==> src/rtl/mips_multicycle_ctrl.sv <==
// mips_multicycle_ctrl
// Multi-cycle control unit for the MIPS core. It steps each instruction
// through fetch, decode, execute, memory and writeback, so the datapath
// needs only one memory port and one ALU.
//
// Ports
//   clk, rst          rising-edge clock, asynchronous active-high reset
//   opcode, funct     instruction fields from the instruction register
//   mem_ready         the shared memory access completes this cycle
//   pc_write, pc_write_cond, i_or_d, mem_read, mem_write, ir_write,
//   reg_dst, mem_to_reg, reg_write, alu_src_a, alu_src_b, alu_op,
//   pc_source, arith, jreg
//                     datapath mux selects and write enables
//   state             current FSM state (debug)
//   illegal           sticky trap flag (illegal opcode or memory timeout)
//   instr_count       retired-instruction counter, wraps modulo 2^CNT_W
//
// Memory handshake: a request (mem_read or mem_write) is held for as long
// as the FSM stays in FETCH, MEM_RD or MEM_WR. The access completes on the
// first rising edge at which mem_ready=1, and the FSM then moves on. If
// mem_ready is still 0 after WAIT_MAX consecutive cycles in one of these
// wait states, the FSM traps.
module mips_multicycle_ctrl #(
  parameter int CNT_W    = 32,
  parameter int WAIT_MAX = 16,
  parameter int WAIT_W   = 5
) (
  input  logic             clk,
  input  logic             rst,
  input  logic [5:0]       opcode,
  input  logic [5:0]       funct,
  input  logic             mem_ready,
  output logic             pc_write,
  output logic             pc_write_cond,
  output logic             i_or_d,
  output logic             mem_read,
  output logic             mem_write,
  output logic             ir_write,
  output logic [1:0]       reg_dst,
  output logic [1:0]       mem_to_reg,
  output logic             reg_write,
  output logic             alu_src_a,
  output logic [1:0]       alu_src_b,
  output logic [1:0]       alu_op,
  output logic [1:0]       pc_source,
  output logic             arith,
  output logic             jreg,
  output logic [3:0]       state,
  output logic             illegal,
  output logic [CNT_W-1:0] instr_count
);

  typedef enum logic [3:0] {
    S_FETCH    = 4'd0,
    S_DECODE   = 4'd1,
    S_MEM_ADDR = 4'd2,
    S_MEM_RD   = 4'd3,
    S_WB_MEM   = 4'd4,
    S_MEM_WR   = 4'd5,
    S_EXEC_R   = 4'd6,
    S_WB_R     = 4'd7,
    S_BRANCH   = 4'd8,
    S_JUMP     = 4'd9,
    S_JAL      = 4'd10,
    S_IMM_EX   = 4'd11,
    S_IMM_WB   = 4'd12,
    S_TRAP     = 4'd15
  } state_t;

  localparam logic [5:0] OP_RTYPE = 6'h00;
  localparam logic [5:0] OP_J     = 6'h02;
  localparam logic [5:0] OP_JAL   = 6'h03;
  localparam logic [5:0] OP_BEQ   = 6'h04;
  localparam logic [5:0] OP_ADDI  = 6'h08;
  localparam logic [5:0] OP_ANDI  = 6'h0C;
  localparam logic [5:0] OP_ORI   = 6'h0D;
  localparam logic [5:0] OP_LW    = 6'h23;
  localparam logic [5:0] OP_SW    = 6'h2B;
  localparam logic [5:0] FN_JR    = 6'h08;

  localparam logic [WAIT_W-1:0] WAIT_LAST = WAIT_W'(WAIT_MAX - 1);

  state_t            state_q, state_d;
  logic [WAIT_W-1:0] wait_q, wait_d;
  logic              retire;

  assign state  = state_q;
  assign retire = (state_d == S_FETCH) && (state_q != S_FETCH);

  always_ff @(posedge clk or posedge rst) begin
    if (rst) begin
      state_q     <= S_FETCH;
      wait_q      <= '0;
      illegal     <= 1'b0;
      instr_count <= '0;
    end else begin
      state_q <= state_d;
      wait_q  <= wait_d;
      if (state_d == S_TRAP) illegal <= 1'b1;
      if (retire) instr_count <= instr_count + 1'b1;
    end
  end

  always_comb begin
    state_d       = state_q;
    wait_d        = '0;
    pc_write      = 1'b0;
    pc_write_cond = 1'b0;
    i_or_d        = 1'b0;
    mem_read      = 1'b0;
    mem_write     = 1'b0;
    ir_write      = 1'b0;
    reg_dst       = 2'b00;
    mem_to_reg    = 2'b00;
    reg_write     = 1'b0;
    alu_src_a     = 1'b0;
    alu_src_b     = 2'b00;
    alu_op        = 2'b00;
    pc_source     = 2'b00;
    arith         = 1'b0;
    jreg          = 1'b0;

    // Watchdog for the wait states. The counter holds the number of
    // consecutive low mem_ready cycles seen so far. The low cycle that
    // would make the count WAIT_MAX sends the FSM to TRAP. Every other
    // state leaves wait_d at its default of 0, so leaving a wait state
    // clears the counter.
    if ((state_q == S_FETCH || state_q == S_MEM_RD || state_q == S_MEM_WR)
        && !mem_ready) begin
      if (wait_q == WAIT_LAST) state_d = S_TRAP;
      else                     wait_d  = wait_q + 1'b1;
    end

    case (state_q)
      S_FETCH: begin
        mem_read  = 1'b1;
        alu_src_b = 2'b01;
        ir_write  = mem_ready;
        pc_write  = mem_ready;
        if (mem_ready) state_d = S_DECODE;
      end
      S_DECODE: begin
        alu_src_b = 2'b11;
        arith     = 1'b1;
        case (opcode)
          OP_LW, OP_SW:             state_d = S_MEM_ADDR;
          OP_RTYPE:                 state_d = S_EXEC_R;
          OP_BEQ:                   state_d = S_BRANCH;
          OP_J:                     state_d = S_JUMP;
          OP_JAL:                   state_d = S_JAL;
          OP_ADDI, OP_ANDI, OP_ORI: state_d = S_IMM_EX;
          default:                  state_d = S_TRAP;
        endcase
      end
      S_MEM_ADDR: begin
        alu_src_a = 1'b1;
        alu_src_b = 2'b10;
        arith     = 1'b1;
        state_d   = (opcode == OP_SW) ? S_MEM_WR : S_MEM_RD;
      end
      S_MEM_RD: begin
        mem_read = 1'b1;
        i_or_d   = 1'b1;
        if (mem_ready) state_d = S_WB_MEM;
      end
      S_WB_MEM: begin
        reg_write  = 1'b1;
        mem_to_reg = 2'b01;
        state_d    = S_FETCH;
      end
      S_MEM_WR: begin
        mem_write = 1'b1;
        i_or_d    = 1'b1;
        if (mem_ready) state_d = S_FETCH;
      end
      S_EXEC_R: begin
        alu_src_a = 1'b1;
        alu_op    = 2'b10;
        if (funct == FN_JR) begin
          // The jump target comes from rs, so no register is written.
          jreg      = 1'b1;
          pc_write  = 1'b1;
          pc_source = 2'b11;
          state_d   = S_FETCH;
        end else begin
          state_d = S_WB_R;
        end
      end
      S_WB_R: begin
        reg_write = 1'b1;
        reg_dst   = 2'b01;
        state_d   = S_FETCH;
      end
      S_BRANCH: begin
        alu_src_a     = 1'b1;
        alu_op        = 2'b01;
        pc_write_cond = 1'b1;
        pc_source     = 2'b01;
        state_d       = S_FETCH;
      end
      S_JUMP: begin
        pc_write  = 1'b1;
        pc_source = 2'b10;
        state_d   = S_FETCH;
      end
      S_JAL: begin
        pc_write   = 1'b1;
        pc_source  = 2'b10;
        reg_write  = 1'b1;
        reg_dst    = 2'b10;
        mem_to_reg = 2'b10;
        state_d    = S_FETCH;
      end
      S_IMM_EX: begin
        alu_src_a = 1'b1;
        alu_src_b = 2'b10;
        alu_op    = 2'b11;
        // addi sign-extends its immediate; andi and ori zero-extend.
        arith     = (opcode == OP_ADDI);
        state_d   = S_IMM_WB;
      end
      S_IMM_WB: begin
        reg_write = 1'b1;
        state_d   = S_FETCH;
      end
      // TRAP, plus the unused encodings, which also fall into TRAP.
      default: begin
        state_d = S_TRAP;
      end
    endcase
  end

endmodule

==> config.mk <==
export PLATFORM = sky130hd
export DESIGN_NAME = mips_multicycle_ctrl
export DESIGN_NICKNAME = d
export VERILOG_FILES = /design/src/rtl/mips_multicycle_ctrl.sv
export SDC_FILE = /design/constraint.sdc
export NUM_CORES = 1
export LEC_CHECK = 0
export ABC_AREA = 0
export CAP_MARGIN = 5
export CORE_MARGIN = 8
export CORE_UTILIZATION = 40
export CTS_BUF_LIST = sky130_fd_sc_hd__clkbuf_8
export DETAILED_ROUTE_END_ITERATION = 10
export GPL_ROUTABILITY_DRIVEN = 0
export PLACE_DENSITY_LB_ADDON = 0.15
export SETUP_SLACK_MARGIN = 0.2
export SYNTH_ARGS = -nofsm -noshare
export SYNTH_HDL_FRONTEND = slang
export SYNTH_SLANG_ARGS = --single-unit
==> constraint.sdc <==
create_clock -name clk -period 2.8 [get_ports clk]
set_clock_uncertainty 0.2 [all_clocks]
set_input_delay 0.7 -clock clk [delete_from_list [all_inputs] [get_ports clk]]
set_output_delay 0.7 -clock clk [all_outputs]
set_load 0.02 [all_outputs]
Word level (Yosys, flattened, before mapping)
Cells that the tools add are included.

word-level totals
  output and inout port bits = 57
  logic and storage cells = 76
  bits in registers = 42

operators by class
  reduce and logical (&&, ||, !) cells = 19
  multiplexer cells = 28
  $add $sub $neg = 2
  equality and inequality tests = 23

operators with widths
  kind                                                              count
  32-bit by 1-bit adder with 32-bit output (second input constant)  1
  4-bit one-hot mux with 8 select lines                             1
  4-bit == test (second input constant)                             6
  6-bit by 4-bit == test with 1-bit output (second input constant)  4
  4-bit one-hot mux with 6 select lines                             1
  4-bit two-way mux                                                 5
  2-bit one-hot mux with 3 select lines                             3
  4-bit by 3-bit == test with 1-bit output (second input constant)  4
  6-bit by 2-bit == test with 1-bit output (second input constant)  2
  6-bit == test (second input constant)                             2
  2-bit OR reduction                                                6
  5-bit two-way mux                                                 2
  1-bit two-way mux                                                 9
  4-bit by 2-bit == test with 1-bit output (second input constant)  2
  4-bit zero test                                                   2
  2-bit one-hot mux with 2 select lines                             2
  4-bit OR reduction                                                2
  6-bit by 3-bit == test with 1-bit output (second input constant)  1
  6-bit zero test                                                   1
  3-bit two-way mux                                                 2
  6-bit OR reduction                                                1
  5-bit by 1-bit adder with 5-bit output (second input constant)    1
  5-bit by 4-bit == test with 1-bit output (second input constant)  1
  4-bit by 1-bit == test with 1-bit output (second input constant)  1
  8 further kinds                                                   10

Logic depth before layout (Yosys ltp)
Gate-level depths: netlist (run 1).

  depth in word-level cells = 9
  gate-level depth with buffers = 11

Least setup slack after synthesis (run 1)
OpenSTA, ideal clock, no wires.

  path kind = input port to flip-flop
  from = in funct[2]
  to = reg instr_count[25]
  slack = -536 ps
  data arrival time = 3056 ps
  stages on the path = 9
  path buffers = 2
  library setup time = 80 ps
  cell sequence = or4b_1 o21ai_0 a21oi_1 or3_4 or4_4 buf_6 buf_6 nor4_1 xor2_1

between the ends
  word-level cells in the longest chain between the ends = 5

ends and longest elaborated chain
  what                                      RTL line  text
  start, declared                           31        input logic [5:0] funct,
  6-bit by 4-bit == test with 1-bit output  179       if (funct == FN_JR) begin
  3-bit two-way mux                         179
  4-bit one-hot mux with 8 select lines     134       case (state_q)
  net state_d[1]                            83        state_t state_q, state_d;
  4-bit zero test                           88        assign retire = (state_d == S_FETCH) && (state_q != S_FETCH);
  1-bit logical AND                         88
  end signal, assigned                      100       if (retire) instr_count <= instr_count + 1'b1;
  end, declared                             50        output logic [CNT_W-1:0] instr_count

The timed path passes the listed nets, and every way through them passes these cells.
A chain may end at the register's enable or synchronous reset.

Worst setup path in the final report (run 1)
  from = in opcode[5]
  to = reg instr_count[9]

between the ends
  word-level cells in the longest chain between the ends = 6

ends and longest elaborated chain
  what                                                                    RTL line  text
  start, declared                                                         30        input logic [5:0] opcode,
  6-bit by 4-bit == test with 1-bit output, or another cell as far along  145       case (opcode)
  3-bit OR reduction / 2-bit OR reduction (equally long branches)         145
  4-bit one-hot mux with 6 select lines                                   145
  4-bit one-hot mux with 8 select lines (*)                               134
  net state_d[1]                                                          83
  4-bit zero test (*)                                                     88
  1-bit logical AND (*)                                                   88

Mark *: on every way through the listed nets, which the timed path passes. The rest lies on a longest branch.

==> results by group, run 1 <==
Synth
  – Yosys cell types: 52
  – Post-synth EDFFs: 0
  – Sequential element share of the synthesized area: 41.0%
  – Synthesized instance count: 285
  – Register bit total from synthesis: 42
  – Synth Net Count: 302
  – Synth warn: 0
  – Syn_area_per_cell: 9.00 sq um
  – Ys flop type: dfrtp_1
  – Post-Syn Area: 2560 sq um
  – Async SR Flop Fraction: 100%

Clocking
  – CTS buffer count: 5
  – CTS root buf: clkbuf_8
  – CTS tree: done
  – Clock Path Buffers: 2
  – Reg clk slew, reported paths: 0.08 ns
  – Clock sinks: 42
  – Clk_lat worst skew: 0.30 ns
  – H-tree depth: 2
  – Hold_buf cts: 0

GRT
  – Number of global-route vias before repair: 2788
  – First-pass GRT wire length: 13700 um
  – Initial antenna violation count: 0
  – GRT overflow: 0
  – Largest net degree at the start of global routing: 43
  – Total GRT Usage: 18.5%

Cells and area
  – Reg area: 1060 sq um
  – Final instance area: 4680 sq um
  – Multi-input logic area: 1940 sq um
  – Final #Nets: 448
  – # diodes: 0
  – Area delta synth->final: 82.3%
  – Layout cells sized above 1: 45.5%
  – Fillers: 443

Drt
  – TritonRoute pass-1 iters: 4
  – Routed vias: 2775
  – DR DRC count: 0
  – Final ANT Viol Nets: 0
  – Via-per-instance ratio: 5.46
  – Wirelength per Cell: 16.9 um
  – Routed Wire Length: 8560 um
  – Initial drt markers: 210

Worst setup path
  – Crit path max fanout: 4
  – Worst reg-to-reg setup slack: -0.17 ns
  – Slowest stage delay, CP: 0.57 ns
  – Critical path, cell by cell: buf_6 -> or4_4 -> nor3_4 -> o22ai_1 -> or3_4 -> or4_4 -> buf_12 -> buf_12 -> buf_4 -> nor3_4 -> xor2_1
  – CP required: 2.82 ns
  – Worst setup SP type: input pin
  – Critical Path End Type: flip-flop
  – FF-to-FF End: instr_count[9]$_DFFE_PP0P_
  – Slowest CP cell: or4_4
  – Worst r2r path cells: 11
  – Crit path DAT: 3.27 ns
  – Worst setup path category: input pin to flip-flop
  – R2R Path Start: state[1]$_DFF_PP0_

STA
  – Period utilisation layout: 116%
  – Final Setup Violations: 36
  – Slew @ Worst Pin: 0.587 ns
  – Slew HR: 60.8%
  – Unrepaired setup endpoints after global routing: true
  – Final TNS setup: -11.95 ns
  – Slew Limit Fails: 0
  – Tmin final: 3.25 ns
  – WHS: 0.262 ns
  – FMAX: 308 MHz
  – Final Hold Viols: 0
  – Worst setup margin: -0.449 ns

Placed design
  – DP Area: 3970 sq um
  – DP HPWL: 5550 um
  – Pre-CTS setup slack: -0.982 ns
  – Port bufs: 71

Die
  – Die width: 96.1 um
  – IO Pins: 72
  – Core area: 6280 sq um
  – Initial Utilization: 40.9%
  – Die H: 96.1 um
  – Core Rows: 29
  – DIE AREA: 9230 sq um

Hold path
  – Critical hold path startpoint: wait_q[0]$_DFF_PP0_
  – Hold EP: wait_q[0]$_DFF_PP0_
  – HP Class: flip-flop to flip-flop
  – Worst hold path stage count: 1

Run status
  – Failing checks: setup timing
  – Status: complete, but fails checks

Power
  – PwrDens: 964 nW/um^2
  – Worst vdd ir: 0.713 mV
  – Lkg Pwr: 2.27 nW
  – Pwr Total: 4.51 mW

Run
  – Maximum Capacitance Violations: 0
==> routing by layer <==
| metal | global-route usage (%) | up-vias | wire, um |
|---|---|---|---|
| li1 | - | 1304 | - |
| met1 | 23.8 | 1367 | 3580 |
| met2 | 30.2 | 90 | 4350 |
| met3 | 4.29 | 14 | 511 |
| met4 | 4.87 | 0 | 123 |
| met5 | 0 | - | 0 |
==> per-stage QoR <==
stage | cells | utilization (%)
after floorplan | 285 | -
after global placement | 467 | 63.2
after detailed placement | 467 | 63.2
after CTS | 492 | 70.9
after global routing | 508 | 74.5
final | 508 | 74.5
==> cell type report <==
type / instances / area share, %
multi-input combinational: 213 / 41.6
clock inverter: 1 / 0.642
timing repair buffer: 155 / 30.2
clock buffer: 6 / 1.77
inverter: 14 / 1.18
sequential: 42 / 22.6
tap: 77 / 2.06
==> flip-flops by register name, summed over array words and instances (netlist names) <==
register and count:
state 4, wait_q 5, illegal 1, instr_count 32
==> synthesized netlist by cell type (all sizes together), types with 2 or more instances <==
cell type  number  share of area [%]
inv            14                2.0
or3             5                1.4
xor2           21                7.2
or2             5                1.2
xnor2          14                4.8
ha              2               0.98
nand2b          8                2.0
o22ai           5                1.2
mux2            2               0.88
o21ai           7                1.4
nand3          17                3.3
nor2b           4               0.98
or4             5                1.9
and2            3               0.73
nand4           7                1.7
nor4b           2               0.68
clkbuf         10                1.5
nand2          15                2.2
a21oi           7                1.4
o22a            2               0.68
o211ai          2               0.59
and3            4               0.98
dfrtp          42                 41
nor2           25                3.7
buf             6                1.7
nor4           12                3.7
o31ai           2               0.59
nor3           20                4.1
==> power breakdown <==
part	leakage (nW)	switching [mW]	internal, mW	total, mW
Clock	0.0573	0.217	0.286	0.502
Sequential	0.511	0.120	0.695	0.815
Combinational	1.70	1.57	1.62	3.19
Total	2.27	1.91	2.60	4.51
==> cell usage in the layout, fill, tap and decap left out, drive strengths merged, types with 5 or more instances in the layout <==
master / n
nand4: 7
nor4: 12
buf: 107
xor2: 21
xnor2: 14
nand2b: 8
or2: 5
or4: 5
nand3: 17
nor3: 20
nor2: 25
clkdlybuf4s50: 37
nand2: 15
dfrtp: 42
clkbuf: 13
or3: 5
inv: 14
o22ai: 5
a21oi: 7
o21ai: 7
==> kinds of logic (layout without fill, tap and decap cells) <==
logic type	count (synthesis)	count (layout)	synth area share [%]
flops	42	42	41.0
xor+xnor	35	35	12.0
mux	2	2	0.878
compound gates	35	35	9.12
fa+ha+maj	3	3	1.37
buf+inv	30	176	5.17
simple gates	138	138	30.5
==> worst max-delay path, delay by kind of cell <==
kind	cells	cell delay (ns)
xor gates and xnor gates	1	0.17
AOI/OAI and AO/OA	1	0.10
buffers and inverters	4	0.50
and+or+nand+nor	5	1.79
==> how the worst max path moves through the flow <==
stage,cells after the start,endpoint,slack (ns),from
floorplan,9,instr_count[15]$_DFFE_PP0P_,-0.40,funct[2]
global placement,8,pc_write,-0.95,funct[1]
detailed placement,8,instr_count[14]$_DFFE_PP0P_,-0.98,opcode[0]
CTS,10,instr_count[13]$_DFFE_PP0P_,-0.42,opcode[5]
global route,11,instr_count[9]$_DFFE_PP0P_,-0.51,opcode[5]
finish,11,instr_count[9]$_DFFE_PP0P_,-0.45,opcode[5]
==> what timing repair did <==
item,4_1_cts,5_1_grt
cloned,1,0
gates resized for setup,146,70
pin swaps,39,21
setup endpoints to repair,53,54
buffers inserted,17,16
endpoints found under the hold margin,0,0
Power figures use the tool's default switching activity.
==> run 2: changes to the inputs <==
- clock period: 2.8 -> 4 ns (I/O delays scaled with it)
==> run 2 against run 1 <==
Effect of this change: the run now ends clean; worst hold slack better by 0.0081 ns; die area is the same; global-route usage fell by 3.4 points; combinational power fell by 52%; register-to-register slack better by 1.0 ns; flip-flop and latch count did not move; sequential share of layout area grew 4.4 points; critical endpoint is now instr_count[25]$_DFFE_PP0P_; largest cell class unchanged.
==> results by group, run 2 (synthesized netlist as in run 1, its figures left out) <==
GRT
  – Number of global-route vias before repair: 2292 (-18%)
  – Total GRT Usage: 15.1% (-3.4 points)
  – Largest net degree at the start of global routing: 43 (unchanged)
  – First-pass GRT wire length: 11200 um (-18%)
  – Initial antenna violation count: 0 (unchanged)
  – GRT overflow: 0 (unchanged)

Clocking
  – CTS tree: done
  – Clock Path Buffers: 2 (unchanged)
  – Hold_buf cts: 0 (unchanged)
  – H-tree depth: 2 (unchanged)
  – CTS root buf: clkbuf_8
  – CTS buffer count: 5 (unchanged)
  – Clk_lat worst skew: 0.29 ns (about the same)
  – Reg clk slew, reported paths: 0.08 ns (about the same)
  – Clock sinks: 42 (unchanged)

Die
  – Core area: 6280 sq um (unchanged)
  – Initial Utilization: 40.9% (unchanged)
  – Core Rows: 29 (unchanged)
  – DIE AREA: 9230 sq um (unchanged)
  – IO Pins: 72 (unchanged)
  – Die width: 96.1 um (unchanged)
  – Die H: 96.1 um (unchanged)

Cells and area
  – Multi-input logic area: 1650 sq um (-15%)
  – Final std cells w/o fill: 457 (-10%)
  – Commonest non-fill, non-tap cell in the layout: clkdlybuf4s50_1
  – Max reg flops: 32 (unchanged)
  – Layout cells sized above 1: 23.4% (-22 points)
  – # diodes: 0 (unchanged)
  – Final core occ: 62.1% (-12 points)
  – Final #Nets: 397 (-11%)
  – Most frequent cells in the layout: clkdlybuf4s50_1 (63), dfrtp_1 (42), buf_4 (27)
  – Area delta synth->final: 52.1%
  – Fillers: 543 (+23%)
  – Reg area: 1050 sq um (-0.47%)
  – Reg with most FFs: instr_count

Power
  – Pwr Total: 2.47 mW (-45%)
  – Comb pwr share: 61.3% (-9.5 points)
  – Internal Pwr Total: 1.39 mW (-47%)
  – Part of the power in registers: 24.8% (+6.7 points)
  – Switching Fraction: 43.9% (+1.6 points)
  – PwrDens: 634 nW/um^2 (-34%)
  – Lkg Pwr: 1.65 nW (-27%)
  – Worst vdd ir: 0.445 mV (-38%)
  – Psw: 1.09 mW (-43%)
  – Power share of the clock group: 13.9% (+2.8 points)

Hold path
  – Hold EP: wait_q[0]$_DFF_PP0_
  – HP Class: flip-flop to flip-flop
  – Critical hold path startpoint: wait_q[0]$_DFF_PP0_
  – Worst hold path stage count: 1 (unchanged)

Run status
  – Status: completed

STA
  – Final TNS setup: 0 ns (+11.95 ns)
  – Final Setup Violations: 0 (-100%)
  – Worst setup margin: 0.193 ns (+0.642 ns)
  – Unrepaired setup endpoints after global routing: true
  – Tmin final: 3.81 ns
  – Slew @ Worst Pin: 0.917 ns (+0.330 ns)
  – Slew HR: 38.7% (-22 points)
  – FMAX: 263 MHz
  – Period utilisation layout: 95.2%
  – Slew Limit Fails: 0 (unchanged)
  – Final Hold Viols: 0 (unchanged)

Worst setup path
  – Critical Path End Type: flip-flop
  – Crit path DAT: 3.83 ns (+0.56 ns)
  – Worst r2r path cells: 10 (-1)
  – Crit path max fanout: 5 (+1)
  – Worst setup path category: input pin to flip-flop
  – Worst reg-to-reg setup slack: 0.85 ns (+1.02 ns)
  – CP required: 4.02 ns (+1.20 ns)
  – Worst setup SP type: input pin
  – FF-to-FF End: instr_count[15]$_DFFE_PP0P_
  – R2R Path Start: state[3]$_DFF_PP0_

Placed design
  – DP HPWL: 4860 um (-12%)
  – Port bufs: 71 (unchanged)
  – Inst Count DP: 441 (-5.6%)
  – Pre-CTS setup slack: -0.446 ns (+0.536 ns)

Drt
  – Routed vias: 2450 (-12%)
  – Final ANT Viol Nets: 0 (unchanged)
  – Initial drt markers: 146 (-30%)
  – Wirelength per Cell: 15.8 um (-6.3%)
  – Via-per-instance ratio: 5.36 (-1.9%)
  – DR DRC count: 0 (unchanged)
  – TritonRoute pass-1 iters: 4 (unchanged)
  – Routed Wire Length: 7220 um (-16%)

Run
  – Maximum Capacitance Violations: 0 (unchanged)
[run 2: cell count changes in the layout (fill, tap and decap cells not counted), moves of 5 or more]
cell / delta
nor3_2: +9
clkdlybuf4s50_1: +26
buf_4: -45
nor2_1: +7
nor2_4: -5
nor3_1: +8
buf_12: -5
nor3_4: -17
clkbuf_2: -6
nor4_4: -5
buf_6: -16
[run 2: power groups by stage]
stage          registers, mW  logic [mW]  clock network, mW
2_1_floorplan          0.596       0.714                  0
3_3_place_gp           0.620        1.18                  0
3_5_place_dp           0.620        1.19                  0
4_1_cts                0.612        1.30              0.346
5_1_grt                0.631        1.62              0.369
6_report               0.614        1.52              0.344
[run 2: repair_timing]
action | in CTS | in global routing
setup buffers | 1 | 5
pin swaps | 6 | 15
endpoints found under the setup margin | 34 | 32
cloned | 2 | 1
resized for setup | 35 | 41
[run 2: critical path, stage by stage]
cell             delay (ns)
clkdlybuf4s50_1        0.42
nand2b_1               0.15
or4_4                  0.44
buf_6                  0.15
o31ai_4                0.24
o311ai_4               0.16
buf_6                  0.16
or4_4                  0.60
nor4_2                 0.34
xor2_1                 0.18
[run 2: how the worst max path moves through the flow]
stage	startpoint	endpoint	slack [ns]	depth (start not counted)
final	funct[2]	instr_count[25]$_DFFE_PP0P_	0.19	10
after global routing	funct[2]	instr_count[25]$_DFFE_PP0P_	0.14	10
after CTS	funct[1]	pc_write	0.18	8
after detailed placement	funct[1]	pc_write	-0.45	8
after global placement	funct[1]	pc_write	-0.42	8
after floorplan	funct[1]	pc_write	0.22	6
[run 2: area by class of cell]
cell class / count / area share [%]
multi-input cells: 216 / 42.4
clock buffers: 6 / 2.12
repair buffers: 101 / 24.0
flip-flops and latches: 42 / 26.9
inverters: 14 / 1.35
well taps: 77 / 2.47
clock inverters: 1 / 0.770
[run 2: metrics by stage]
step	cell area [sq um]	hold WS [ns]
finish	3900	0.270
global route	3900	0.283
detailed placement	3470	0.256
global placement	3470	0.249
CTS	3640	0.268
floorplan	2560	0.230
[run 2: routing by layer]
| metal | GRT usage [%] | vias to the layer above | routed length (um) |
|---|---|---|---|
| met5 | 0 | - | 0 |
| met4 | 3.59 | 0 | 94 |
| met3 | 4.13 | 10 | 377 |
| met2 | 24.1 | 49 | 3480 |
| met1 | 19.8 | 1181 | 3260 |
| li1 | - | 1210 | - |
